$ cat config.mk
export PLATFORM = sky130hd
export DESIGN_NAME = block_transfer_seq_flat
export DESIGN_NICKNAME = d
export VERILOG_FILES = /design/src/rtl/block_transfer_seq_pkg.sv /design/src/rtl/block_transfer_seq_if.sv /design/src/rtl/block_transfer_seq_reg_list_scan.sv /design/src/rtl/block_transfer_seq.sv /design/src/flat_wrapper.sv
export SDC_FILE = /design/constraint.sdc
export NUM_CORES = 1
export LEC_CHECK = 0
export CAP_MARGIN = 20
export CORE_MARGIN = 4
export CORE_UTILIZATION = 45
export DETAILED_ROUTE_END_ITERATION = 8
export PLACE_DENSITY = 0.7
export RECOVER_POWER = 100
export SYNTH_ARGS = -nofsm -noshare
export SYNTH_HDL_FRONTEND = slang
export SYNTH_SLANG_ARGS = --single-unit
export TNS_END_PERCENT = 1
$ cat constraint.sdc
create_clock -name clk -period 4.3 [get_ports clk]
set_input_delay 0.86 -clock clk [delete_from_list [all_inputs] [get_ports clk]]
set_output_delay 0.86 -clock clk [all_outputs]
set_load 0.01 [all_outputs]
$ cat src/rtl/block_transfer_seq_pkg.sv
// Shared types and constants for the LDM/STM block transfer sequencer.
//   state_e    : sequencer state (IDLE/XFER/WB/DONE)
//   WORD_BYTES : address stride per transferred register
//   NREGS      : width of the register list
package block_transfer_seq_pkg;

  typedef enum logic [1:0] {
    ST_IDLE,
    ST_XFER,
    ST_WB,
    ST_DONE
  } state_e;

  localparam int unsigned WORD_BYTES = 4;
  localparam int unsigned NREGS      = 16;

endpackage

$ cat src/rtl/block_transfer_seq_if.sv
// Memory bus between the block transfer sequencer and the bus fabric.
//   mem_req/mem_we/mem_addr/mem_wdata : request side, held until mem_ack
//   mem_rdata/mem_ack/mem_err         : response side, mem_err qualified by mem_ack
// master = sequencer, slave = memory/bus.
interface block_transfer_seq_if #(
  parameter int ADDR_W = 32,
  parameter int DATA_W = 32
);

  logic              mem_req;
  logic              mem_we;
  logic [ADDR_W-1:0] mem_addr;
  logic [DATA_W-1:0] mem_wdata;
  logic [DATA_W-1:0] mem_rdata;
  logic              mem_ack;
  logic              mem_err;

  modport master (
    output mem_req, mem_we, mem_addr, mem_wdata,
    input  mem_rdata, mem_ack, mem_err
  );

  modport slave (
    input  mem_req, mem_we, mem_addr, mem_wdata,
    output mem_rdata, mem_ack, mem_err
  );

endinterface

$ cat src/rtl/block_transfer_seq_reg_list_scan.sv
// Combinational scan of a 16-bit register list.
//   list   : in  register list, bit i => Ri
//   lowest : out index of lowest set bit (0 when list is empty)
//   count  : out number of set bits
module reg_list_scan
  import block_transfer_seq_pkg::*;
(
  input  logic [15:0] list,
  output logic [3:0]  lowest,
  output logic [4:0]  count
);

  always_comb begin
    lowest = '0;
    count  = '0;
    // Walk from the top down so the last hit is the lowest set bit.
    for (int unsigned i = NREGS; i > 0; i--) begin
      if (list[i-1]) begin
        lowest = 4'(i - 1);
      end
      count = count + 5'(list[i-1]);
    end
  end

endmodule

$ cat src/rtl/block_transfer_seq.sv
// LDM/STM sequencer. Walks a register list lowest-first: stores read the
// register file and write memory, loads read memory and write the register
// file; optionally writes the updated base back at the end.
//   clk, rst_n                    : clock, async active-low reset
//   start, reg_list, is_load, up,
//   pre, wback, base_reg, base_val: transfer command, sampled in IDLE
//   rf_rd_addr / rf_rd_data       : register file async read port
//   rf_wr_en/addr/data            : register file write port
//   bus                           : memory bus (master side)
//   busy, done, err               : status; done pulses one cycle, err valid with done
module block_transfer_seq
  import block_transfer_seq_pkg::*;
#(
  parameter int ADDR_W = 32,
  parameter int DATA_W = 32
) (
  input  logic                 clk,
  input  logic                 rst_n,
  input  logic                 start,
  input  logic [15:0]          reg_list,
  input  logic                 is_load,
  input  logic                 up,
  input  logic                 pre,
  input  logic                 wback,
  input  logic [3:0]           base_reg,
  input  logic [ADDR_W-1:0]    base_val,
  output logic [3:0]           rf_rd_addr,
  input  logic [DATA_W-1:0]    rf_rd_data,
  output logic                 rf_wr_en,
  output logic [3:0]           rf_wr_addr,
  output logic [DATA_W-1:0]    rf_wr_data,
  block_transfer_seq_if.master bus,
  output logic                 busy,
  output logic                 done,
  output logic                 err
);

  state_e            state_q, state_d;
  logic [15:0]       list_q, list_d;
  logic [ADDR_W-1:0] addr_q, addr_d;
  logic [ADDR_W-1:0] new_base_q, new_base_d;
  logic              is_load_q, is_load_d;
  logic              wb_en_q, wb_en_d;
  logic [3:0]        base_reg_q, base_reg_d;
  logic              err_q, err_d;

  logic [3:0]        in_lowest;
  logic [4:0]        in_count;
  logic [3:0]        cur_idx;
  logic [4:0]        cur_count;
  logic [ADDR_W-1:0] span;
  logic [15:0]       list_next;
  logic              xfer;

  reg_list_scan u_scan_in (
    .list   (reg_list),
    .lowest (in_lowest),
    .count  (in_count)
  );

  reg_list_scan u_scan_cur (
    .list   (list_q),
    .lowest (cur_idx),
    .count  (cur_count)
  );

  assign span      = ADDR_W'(in_count) * ADDR_W'(WORD_BYTES);
  assign list_next = list_q & ~(16'd1 << cur_idx);
  assign xfer      = (state_q == ST_XFER);

  always_comb begin
    state_d    = state_q;
    list_d     = list_q;
    addr_d     = addr_q;
    new_base_d = new_base_q;
    is_load_d  = is_load_q;
    wb_en_d    = wb_en_q;
    base_reg_d = base_reg_q;
    err_d      = err_q;
    rf_wr_en   = 1'b0;
    rf_wr_addr = '0;
    rf_wr_data = '0;

    case (state_q)
      ST_IDLE: begin
        if (start) begin
          list_d     = reg_list;
          is_load_d  = is_load;
          base_reg_d = base_reg;
          err_d      = 1'b0;
          // A load that includes the base register keeps the loaded value.
          wb_en_d    = wback & ~(is_load & reg_list[base_reg]);
          new_base_d = up ? (base_val + span) : (base_val - span);
          if (up) begin
            addr_d = pre ? (base_val + ADDR_W'(WORD_BYTES)) : base_val;
          end else begin
            addr_d = pre ? (base_val - span) : (base_val - span + ADDR_W'(WORD_BYTES));
          end
          state_d = (in_count == '0) ? ST_DONE : ST_XFER;
        end
      end

      ST_XFER: begin
        if (bus.mem_ack) begin
          if (bus.mem_err) begin
            err_d   = 1'b1;
            list_d  = '0;
            state_d = ST_DONE;
          end else begin
            if (is_load_q) begin
              rf_wr_en   = 1'b1;
              rf_wr_addr = cur_idx;
              rf_wr_data = bus.mem_rdata;
            end
            list_d = list_next;
            addr_d = addr_q + ADDR_W'(WORD_BYTES);
            if (list_next == '0) begin
              state_d = wb_en_q ? ST_WB : ST_DONE;
            end
          end
        end
      end

      ST_WB: begin
        rf_wr_en   = 1'b1;
        rf_wr_addr = base_reg_q;
        rf_wr_data = DATA_W'(new_base_q);
        state_d    = ST_DONE;
      end

      ST_DONE: begin
        state_d = ST_IDLE;
      end

      default: begin
        state_d = ST_IDLE;
      end
    endcase
  end

  always_ff @(posedge clk or negedge rst_n) begin
    if (!rst_n) begin
      state_q    <= ST_IDLE;
      list_q     <= '0;
      addr_q     <= '0;
      new_base_q <= '0;
      is_load_q  <= 1'b0;
      wb_en_q    <= 1'b0;
      base_reg_q <= '0;
      err_q      <= 1'b0;
    end else begin
      state_q    <= state_d;
      list_q     <= list_d;
      addr_q     <= addr_d;
      new_base_q <= new_base_d;
      is_load_q  <= is_load_d;
      wb_en_q    <= wb_en_d;
      base_reg_q <= base_reg_d;
      err_q      <= err_d;
    end
  end

  // Bus and read-port outputs depend only on state flops, so they stay
  // stable while a beat waits for mem_ack; store data follows the RF read.
  assign bus.mem_req   = xfer;
  assign bus.mem_we    = xfer & ~is_load_q;
  assign bus.mem_addr  = xfer ? (addr_q & ~ADDR_W'(3)) : '0;
  assign bus.mem_wdata = (xfer & ~is_load_q) ? rf_rd_data : '0;
  assign rf_rd_addr    = xfer ? cur_idx : '0;

  assign busy = (state_q != ST_IDLE);
  assign done = (state_q == ST_DONE);
  assign err  = done & err_q;

endmodule

$ cat src/flat_wrapper.sv
// flat-port wrapper written by rule: the top's interface ports become plain ports
module block_transfer_seq_flat import block_transfer_seq_pkg::*;
#(
  parameter int ADDR_W = 32,
  parameter int DATA_W = 32
)
  (clk, rst_n, start, reg_list, is_load, up, pre, wback, base_reg, base_val, rf_rd_addr, rf_rd_data, rf_wr_en, rf_wr_addr, rf_wr_data, busy, done, err, bus_mem_req, bus_mem_we, bus_mem_addr, bus_mem_wdata, bus_mem_rdata, bus_mem_ack, bus_mem_err);
  block_transfer_seq_if #(.ADDR_W(ADDR_W), .DATA_W(DATA_W)) bus_i ();
  input  logic clk;
  input  logic rst_n;
  input  logic start;
  input  logic [15:0] reg_list;
  input  logic is_load;
  input  logic up;
  input  logic pre;
  input  logic wback;
  input  logic [3:0] base_reg;
  input  logic [ADDR_W-1:0] base_val;
  output logic [3:0] rf_rd_addr;
  input  logic [DATA_W-1:0] rf_rd_data;
  output logic rf_wr_en;
  output logic [3:0] rf_wr_addr;
  output logic [DATA_W-1:0] rf_wr_data;
  output logic busy;
  output logic done;
  output logic err;
  output wire logic [$bits(bus_i.mem_req)-1:0] bus_mem_req;
  output wire logic [$bits(bus_i.mem_we)-1:0] bus_mem_we;
  output wire logic [$bits(bus_i.mem_addr)-1:0] bus_mem_addr;
  output wire logic [$bits(bus_i.mem_wdata)-1:0] bus_mem_wdata;
  input wire logic [$bits(bus_i.mem_rdata)-1:0] bus_mem_rdata;
  input wire logic [$bits(bus_i.mem_ack)-1:0] bus_mem_ack;
  input wire logic [$bits(bus_i.mem_err)-1:0] bus_mem_err;
  assign bus_mem_req = bus_i.mem_req;
  assign bus_mem_we = bus_i.mem_we;
  assign bus_mem_addr = bus_i.mem_addr;
  assign bus_mem_wdata = bus_i.mem_wdata;
  assign bus_i.mem_rdata = bus_mem_rdata;
  assign bus_i.mem_ack = bus_mem_ack;
  assign bus_i.mem_err = bus_mem_err;
  block_transfer_seq #(.ADDR_W(ADDR_W), .DATA_W(DATA_W)) u_core (.clk(clk), .rst_n(rst_n), .start(start), .reg_list(reg_list), .is_load(is_load), .up(up), .pre(pre), .wback(wback), .base_reg(base_reg), .base_val(base_val), .rf_rd_addr(rf_rd_addr), .rf_rd_data(rf_rd_data), .rf_wr_en(rf_wr_en), .rf_wr_addr(rf_wr_addr), .rf_wr_data(rf_wr_data), .bus(bus_i), .busy(busy), .done(done), .err(err));
endmodule
==> results of run 1 <==
## state kept, by name, indices dropped and copies added, names as in the netlist
register	cells
u_core.err_q	1
u_core.addr_q	30
u_core.new_base_q	32
u_core.is_load_q	1
u_core.base_reg_q	4
u_core.list_q	16
u_core.state_q	2
u_core.wb_en_q	1
## metal layers
metal,part of all wire,GRT usage
met5,0,0
met4,0.045,0.1392
met3,0.089,0.05715
met2,0.48,0.5481
met1,0.39,0.4134
## power groups by stage
| stage | Sequential (mW) | Combinational [mW] | Clock (mW) |
|---|---|---|---|
| CTS | 1.66 | 6.14 | 0.856 |
| detailed placement | 1.68 | 5.70 | 0 |
| global placement | 1.67 | 5.64 | 0 |
| global route | 1.74 | 6.84 | 0.889 |
| finish | 1.69 | 6.30 | 0.840 |
| floorplan | 1.51 | 3.39 | 0 |
## worst min-delay path, delay by kind of cell, from the launching register on
kind	cells	cell delay [ns]
AND/OR/NAND/NOR	1	0.05
flip-flops	1	0.35
AO/OA/AOI/OAI	1	0.06
## what timing repair did
item                       in CTS  in global routing
gates resized for setup       134                 55
pin swaps                      39                 28
setup endpoints to repair      60                 61
cloned                          0                  0
setup buffers                  60                  7
## cell families after synthesis
| kind of cell | after synthesis | synth area share |
|---|---|---|
| muxes | 29 | 0.04128 |
| AOI/OAI and AO/OA | 325 | 0.2248 |
| buffers and inverters | 138 | 0.05928 |
| and+or+nand+nor | 513 | 0.2872 |
| xor gates and xnor gates | 97 | 0.09191 |
| other | 1 | 0.0004057 |
| DFF | 87 | 0.2355 |
| adders and majority gates | 37 | 0.05956 |
## worst max path at each step
| stage | startpoint | endpoint | slack, ns |
|---|---|---|---|
| 4_1_cts | reg_list[9] | u_core.addr_q[31] | -1.96 |
| 2_1_floorplan | reg_list[11] | u_core.addr_q[29] | -1.85 |
| 5_1_grt | reg_list[11] | u_core.addr_q[31] | -2.22 |
| 3_3_place_gp | reg_list[11] | u_core.addr_q[31] | -2.62 |
| 6_report | reg_list[11] | u_core.addr_q[31] | -2.04 |
| 3_5_place_dp | reg_list[11] | u_core.addr_q[31] | -2.74 |
## area by class of cell
cell class,instances,area (sq um)
clock buffer,10,239.0
fill,1703,6287
multi-input combinational,1003,7028
antenna,1,2.502
inverter,57,221.5
sequential,87,2177
clock inverter,6,67.56
tap,270,337.8
timing repair buffer,431,3874
## Yosys cell counts, types with 9 or more instances
cell	n
or3_1	11
mux2_2	13
nor2b_1	12
a21oi_1	58
nor4_1	11
inv_1	55
a221oi_1	9
nand2_1	128
nor3_1	32
clkbuf_1	69
a22oi_1	38
ha_1	24
fa_1	12
nand4_1	17
xnor2_1	60
nor2_1	114
and3_1	21
o22ai_1	13
mux2i_1	10
o21ai_0	124
dfrtp_1	87
xor2_1	37
nand3_1	48
o31ai_1	9
and2_1	70
## through the flow
| step | total power [mW] | setup slack, ns | hold WS (ns) | utilization |
|---|---|---|---|---|
| 6_report | 8.825 | -2.037 | 0.4863 | 0.6893 |
| 5_1_grt | 9.465 | -2.218 | 0.5161 | 0.6893 |
| 4_1_cts | 8.658 | -1.959 | 0.4919 | 0.6797 |
| 3_5_place_dp | 7.382 | -2.743 | 0.4749 | 0.6272 |
| 3_3_place_gp | 7.310 | -2.619 | 0.4669 | 0.6272 |
| 2_1_floorplan | 4.904 | -1.853 | 0.4498 | - |
==> results_dict.tcl, run 1 <==
set metrics [dict create \
    violations "max-capacitance violations, max-slew violations, negative setup slack" \
    async_reset_ff_frac 1.000 \
    synth_edf_count 0 \
    core_area_sq_mm 0.02023 \
    synth_seq_cells 87 \
    root_buffer "clkbuf_16" \
    die_y_um 151.3 \
    status "complete, but fails checks" \
    finalSetupTns_ns -87.69 \
    combPwrFrac 0.713 \
    clkLatencyLatePin_ns 0.35 \
    rsz0062_at_grt "yes" \
    hold_buffers 0 \
    ant_nets 0 \
    yosysWarningCount 0 \
    grt.total_usage 0.3267 \
    gp_congestion 0.9762 \
    avgViaCountPerCell 5.961 \
    arrival_ns 6.57 \
    final_max_slew_viol_count 110 \
    fin_area_sq_mm 0.01395 \
    slew_headroom -0.1929 \
    worst_ir_drop_vdd_mv 0.6974 \
    p_int_mw 4.511 \
    drive_above_1_share 0.2296 \
    drv_cap 2 \
    hpwl_mm 28.26 \
    r2r_start "u_core.state_q[1]" \
    startpoint_type "input pin" \
    grt_pass1_wl_mm 58.38 \
    syn-cell-area_sq_mm 0.009244 \
    crit_type "in2reg" \
    hold_path_depth 2 \
    drc 0 \
    worstMarginPinSlew_ns 1.789 \
    power_frac_clock 0.095 \
    cts.sinks 87 \
    dr_total_vias 11120 \
    dp.cells 1782 \
    cpMostUsedCell "fa_2" \
    syn2layout_area_growth_pct 50.88 \
    antenna_found_initial 1 \
    pin_count 235 \
    synth_ff_type "dfrtp_1" \
    fmax_mhz 157.8 \
    cpMaxStageDelayCell "fa_2" \
    final.setup.worst_slack_ns -2.037 \
    period_minus_slack_ns 6.337 \
    worst-path-stages 23 \
    reg2regPathDepth 11 \
    holdCritPathClass "reg2reg" \
    cp_num_buf_inv 6 \
    routedWlPerCell_um 20.67 \
    first_iter_violations 1010 \
    clk_pin_slew_ns 0.08 \
    switching_share 0.4888 \
    grt_max_degree 64 \
    avgSynthCellArea_sq_um 7.534 \
    required_ns 4.54 \
    die_area_sq_mm 0.02290 \
    grt_pass1_vias 10600 \
    worstReg2RegEnd "u_core.addr_q[20]" \
    fp.dieW_um 151.3 \
    leakage_nw 5.622 \
    cp-end-kind "register" \
    io_buffers 232 \
    hold_viol_final 0 \
    numCtsBuffers 9 \
    p_sw_mw 4.314 \
    cts_tree "yes" \
    worstHoldStart "u_core.new_base_q[14]" \
    clock_path_buffers 2 \
    path_cells "buf_8 > inv_4 > fa_2 > fa_2 > fa_1 > fa_1 > inv_1 > ha_2 > inv_2 > fa_2 > buf_6 > xor2_4 > inv_2 > ha_4 > nor2b_4 > a2111o_1 > nand4_1 > a21o_1 > a22oi_2 > nand4_4 > nor4_4 > xnor2_1 > o41ai_2" \
    synth_cell_type_count 85 \
    synth_top_area_cell "dfrtp_1" \
    final_cell_mix "clkdlybuf4s50_1, buf_4, nand2_1, nor2_1, o21ai_0" \
    finClkSkew_ns 0.01190 \
    synth_top_area_frac 0.2355 \
    path_max_fanout 8 \
    mostFrequentLayoutCell "clkdlybuf4s50_1" \
    max_stage_delay_ns 0.61 \
    min_delay_worst_endpoint "u_core.new_base_q[14]" \
    fin_cells 1865 \
    fin_crit_sh 1.474 \
    pwr-share-seq 0.191 \
    dpl_cell_area_sq_mm 0.01269 \
    powerDensity_mw_per_mm2 632.7 \
    first_pass_iters 7 \
    overflow 0 \
    initial_utilization 0.4568 \
    rows 52 \
    ys_top_cells_by_area "dfrtp_1, o21ai_0, xnor2_1, nand2_1, and2_1" \
    syn_inst 1227 \
    seq_area_frac_synth 0.2355 \
    nNetsFinal 1750 \
    cpLargestDelayFamily "adder cells" \
    wl_mm 38.55 \
    finalSetupViolations 61 \
    regToRegSetupSlack_ns 0.29 \
    h-tree-depth 3 \
]
(Power assumes the default switching activity.)
==> inputs of run 2 (changes only) <==
--- a/config.mk
+++ b/config.mk
@@ -8,7 +8,9 @@
 export CAP_MARGIN = 20
 export CORE_MARGIN = 4
 export CORE_UTILIZATION = 45
+export CTS_BUF_LIST = sky130_fd_sc_hd__clkbuf_8 sky130_fd_sc_hd__clkbuf_16
 export DETAILED_ROUTE_END_ITERATION = 8
+export GPL_TIMING_DRIVEN = 0
 export PLACE_DENSITY = 0.7
 export RECOVER_POWER = 100
 export SYNTH_ARGS = -nofsm -noshare
==> results_dict.tcl, run 2 (same netlist as run 1, synthesis figures left out) <==
set metrics [dict create \
    antenna_found_initial 0 \
    holdCritPathClass "reg2reg" \
    final_cell_mix "clkdlybuf4s50_1, nand2_1, o21ai_0, nor2_1, dfrtp_1" \
    core_area_sq_mm 0.02023 \
    mostFrequentLayoutCell "clkdlybuf4s50_1" \
    drive_above_1_share 0.1007 \
    root_buffer "clkbuf_16" \
    largest_reg_flops 32 \
    routedWlPerCell_um 21.56 \
    startpoint_type "input pin" \
    overflow 0 \
    grt_max_degree 48 \
    gp_congestion 0.9918 \
    first_iter_violations 915 \
    max_stage_delay_ns 0.55 \
    utilization 0.6179 \
    wl_mm 37.51 \
    dpl_cell_area_sq_mm 0.01187 \
    crit_type "in2reg" \
    die_area_sq_mm 0.02290 \
    finalPower_mw 8.297 \
    fin_crit_sh 1.594 \
    grt.total_usage 0.3233 \
    cp_num_buf_inv 5 \
    clkLatencyLatePin_ns 0.36 \
    numCtsBuffers 9 \
    cpLargestDelayFamily "adder cells" \
    final.setup.worst_slack_ns -2.553 \
    powerDensity_mw_per_mm2 663.6 \
    finalSetupViolations 63 \
    fmax_mhz 145.9 \
    rows 52 \
    required_ns 4.58 \
    grt_pass1_vias 10080 \
    cts_tree "yes" \
    path_cells "clkdlybuf4s50_1 > inv_2 > fa_1 > fa_1 > fa_1 > fa_1 > inv_1 > ha_2 > inv_1 > fa_2 > xor2_2 > inv_1 > ha_4 > nor2b_2 > a2111o_1 > nand4_1 > o31ai_1 > a22oi_2 > nand4_2 > nor3_1 > or3_1 > a21oi_1" \
    finalSetupTns_ns -112.05 \
    finClkSkew_ns 0.007984 \
    violations "max-capacitance violations, max-slew violations, negative setup slack" \
    largest_register "u_core.new_base_q" \
    syn2layout_area_growth_pct 35.26 \
    diodes 0 \
    io_buffers 216 \
    ant_nets 0 \
    grt_pass1_wl_mm 56.77 \
    nNetsFinal 1626 \
    slew_headroom -0.6135 \
    hpwl_mm 29.97 \
    path_max_fanout 8 \
    drv_cap 1 \
    dr_total_vias 10570 \
    period_minus_slack_ns 6.853 \
    h-tree-depth 3 \
    final_max_slew_viol_count 42 \
    rsz0062_at_grt "yes" \
    status "complete, but fails checks" \
    arrival_ns 7.14 \
    die_y_um 151.3 \
    hold_viol_final 0 \
    fp.dieW_um 151.3 \
    cpMostUsedCell "fa_1" \
    pin_count 235 \
    fin_area_sq_mm 0.01250 \
    worst_ir_drop_vdd_mv 0.7922 \
    avgViaCountPerCell 6.072 \
    leakage_nw 4.833 \
    initial_utilization 0.4568 \
    cpMaxStageDelayCell "fa_1" \
    first_pass_iters 5 \
    hold_buffers 0 \
    clk_pin_slew_ns 0.07 \
    clock_path_buffers 2 \
    drc 0 \
    cp-end-kind "register" \
    worstMarginPinSlew_ns 2.420 \
    cts.sinks 87 \
    reg_top3 "u_core.new_base_q (32), u_core.addr_q (30), u_core.list_q (16)" \
]
[run 2: cell count changes in the layout (fill, tap and decap cells not counted), moves of 12 or more]
| cell | change |
|---|---|
| buf_4 | -160 |
| buf_6 | -21 |
| dlygate4sd3_1 | +19 |
| o21ai_0 | +16 |
| clkbuf_1 | +63 |
| and2_1 | +12 |
| clkdlybuf4s50_1 | -26 |
| and2_0 | -12 |
[run 2: timing repair]
action,CTS,global route
pin swaps,15,3
cloned,0,0
setup endpoints to repair,98,93
resized for setup,55,25
buffers inserted,9,0
[run 2: worst paths after layout]
path,cells after the start,startpoint,slack (ns),end
worst max-delay path,22,reg_list[11],-2.55,u_core.addr_q[29]
worst min-delay path,2,u_core.new_base_q[23],0.48,u_core.new_base_q[23]
worst max register to register,9,u_core.list_q[13],0.36,u_core.state_q[0]
worst min register to register,2,u_core.new_base_q[23],0.48,u_core.new_base_q[23]
max in group asynchronous,2,rst_n,0.78,u_core.err_q
min in group asynchronous,1,rst_n,1.22,u_core.addr_q[7]
[run 2: through the flow]
stage | worst slack, ns | hold slack [ns] | std cells
floorplan | -1.853 | 0.4498 | 1228
global placement | -3.134 | 0.4711 | 1714
CTS | -2.477 | 0.4903 | 1740
detailed placement | -3.207 | 0.4742 | 1715
finish | -2.553 | 0.4818 | 1740
global route | -2.776 | 0.5207 | 1740
[run 2: power breakdown]
group / total [mW] / internal, mW / switching (mW)
sequential: 1.65 / 1.23 / 0.423
clock: 0.847 / 0.457 / 0.390
combinational: 5.80 / 2.33 / 3.48
[run 2: final cells by class]
type	count	area, sq um
sequential	87	2177
multi-input combinational	1003	6889
clock buffer	9	225.2
clock inverter	7	77.57
tap	270	337.8
inverter	57	216.5
buffer	81	352.8
fill	1895	7731
timing repair buffer	226	2227
[run 2: worst reg2reg max path: cells and delay by family, from the launching register on]
kind	cells	cell delay (ns)
compound gates	6	2.52
simple gates	2	0.68
flops	1	0.32
buf+inv	1	0.32
[run 2: metal layers]
| layer | wire length (um) | GRT usage |
|---|---|---|
| met1 | 15600 | 0.4377 |
| met5 | 0 | 0 |
| met4 | 1199 | 0.1151 |
| met3 | 3120 | 0.04788 |
| met2 | 17590 | 0.5261 |
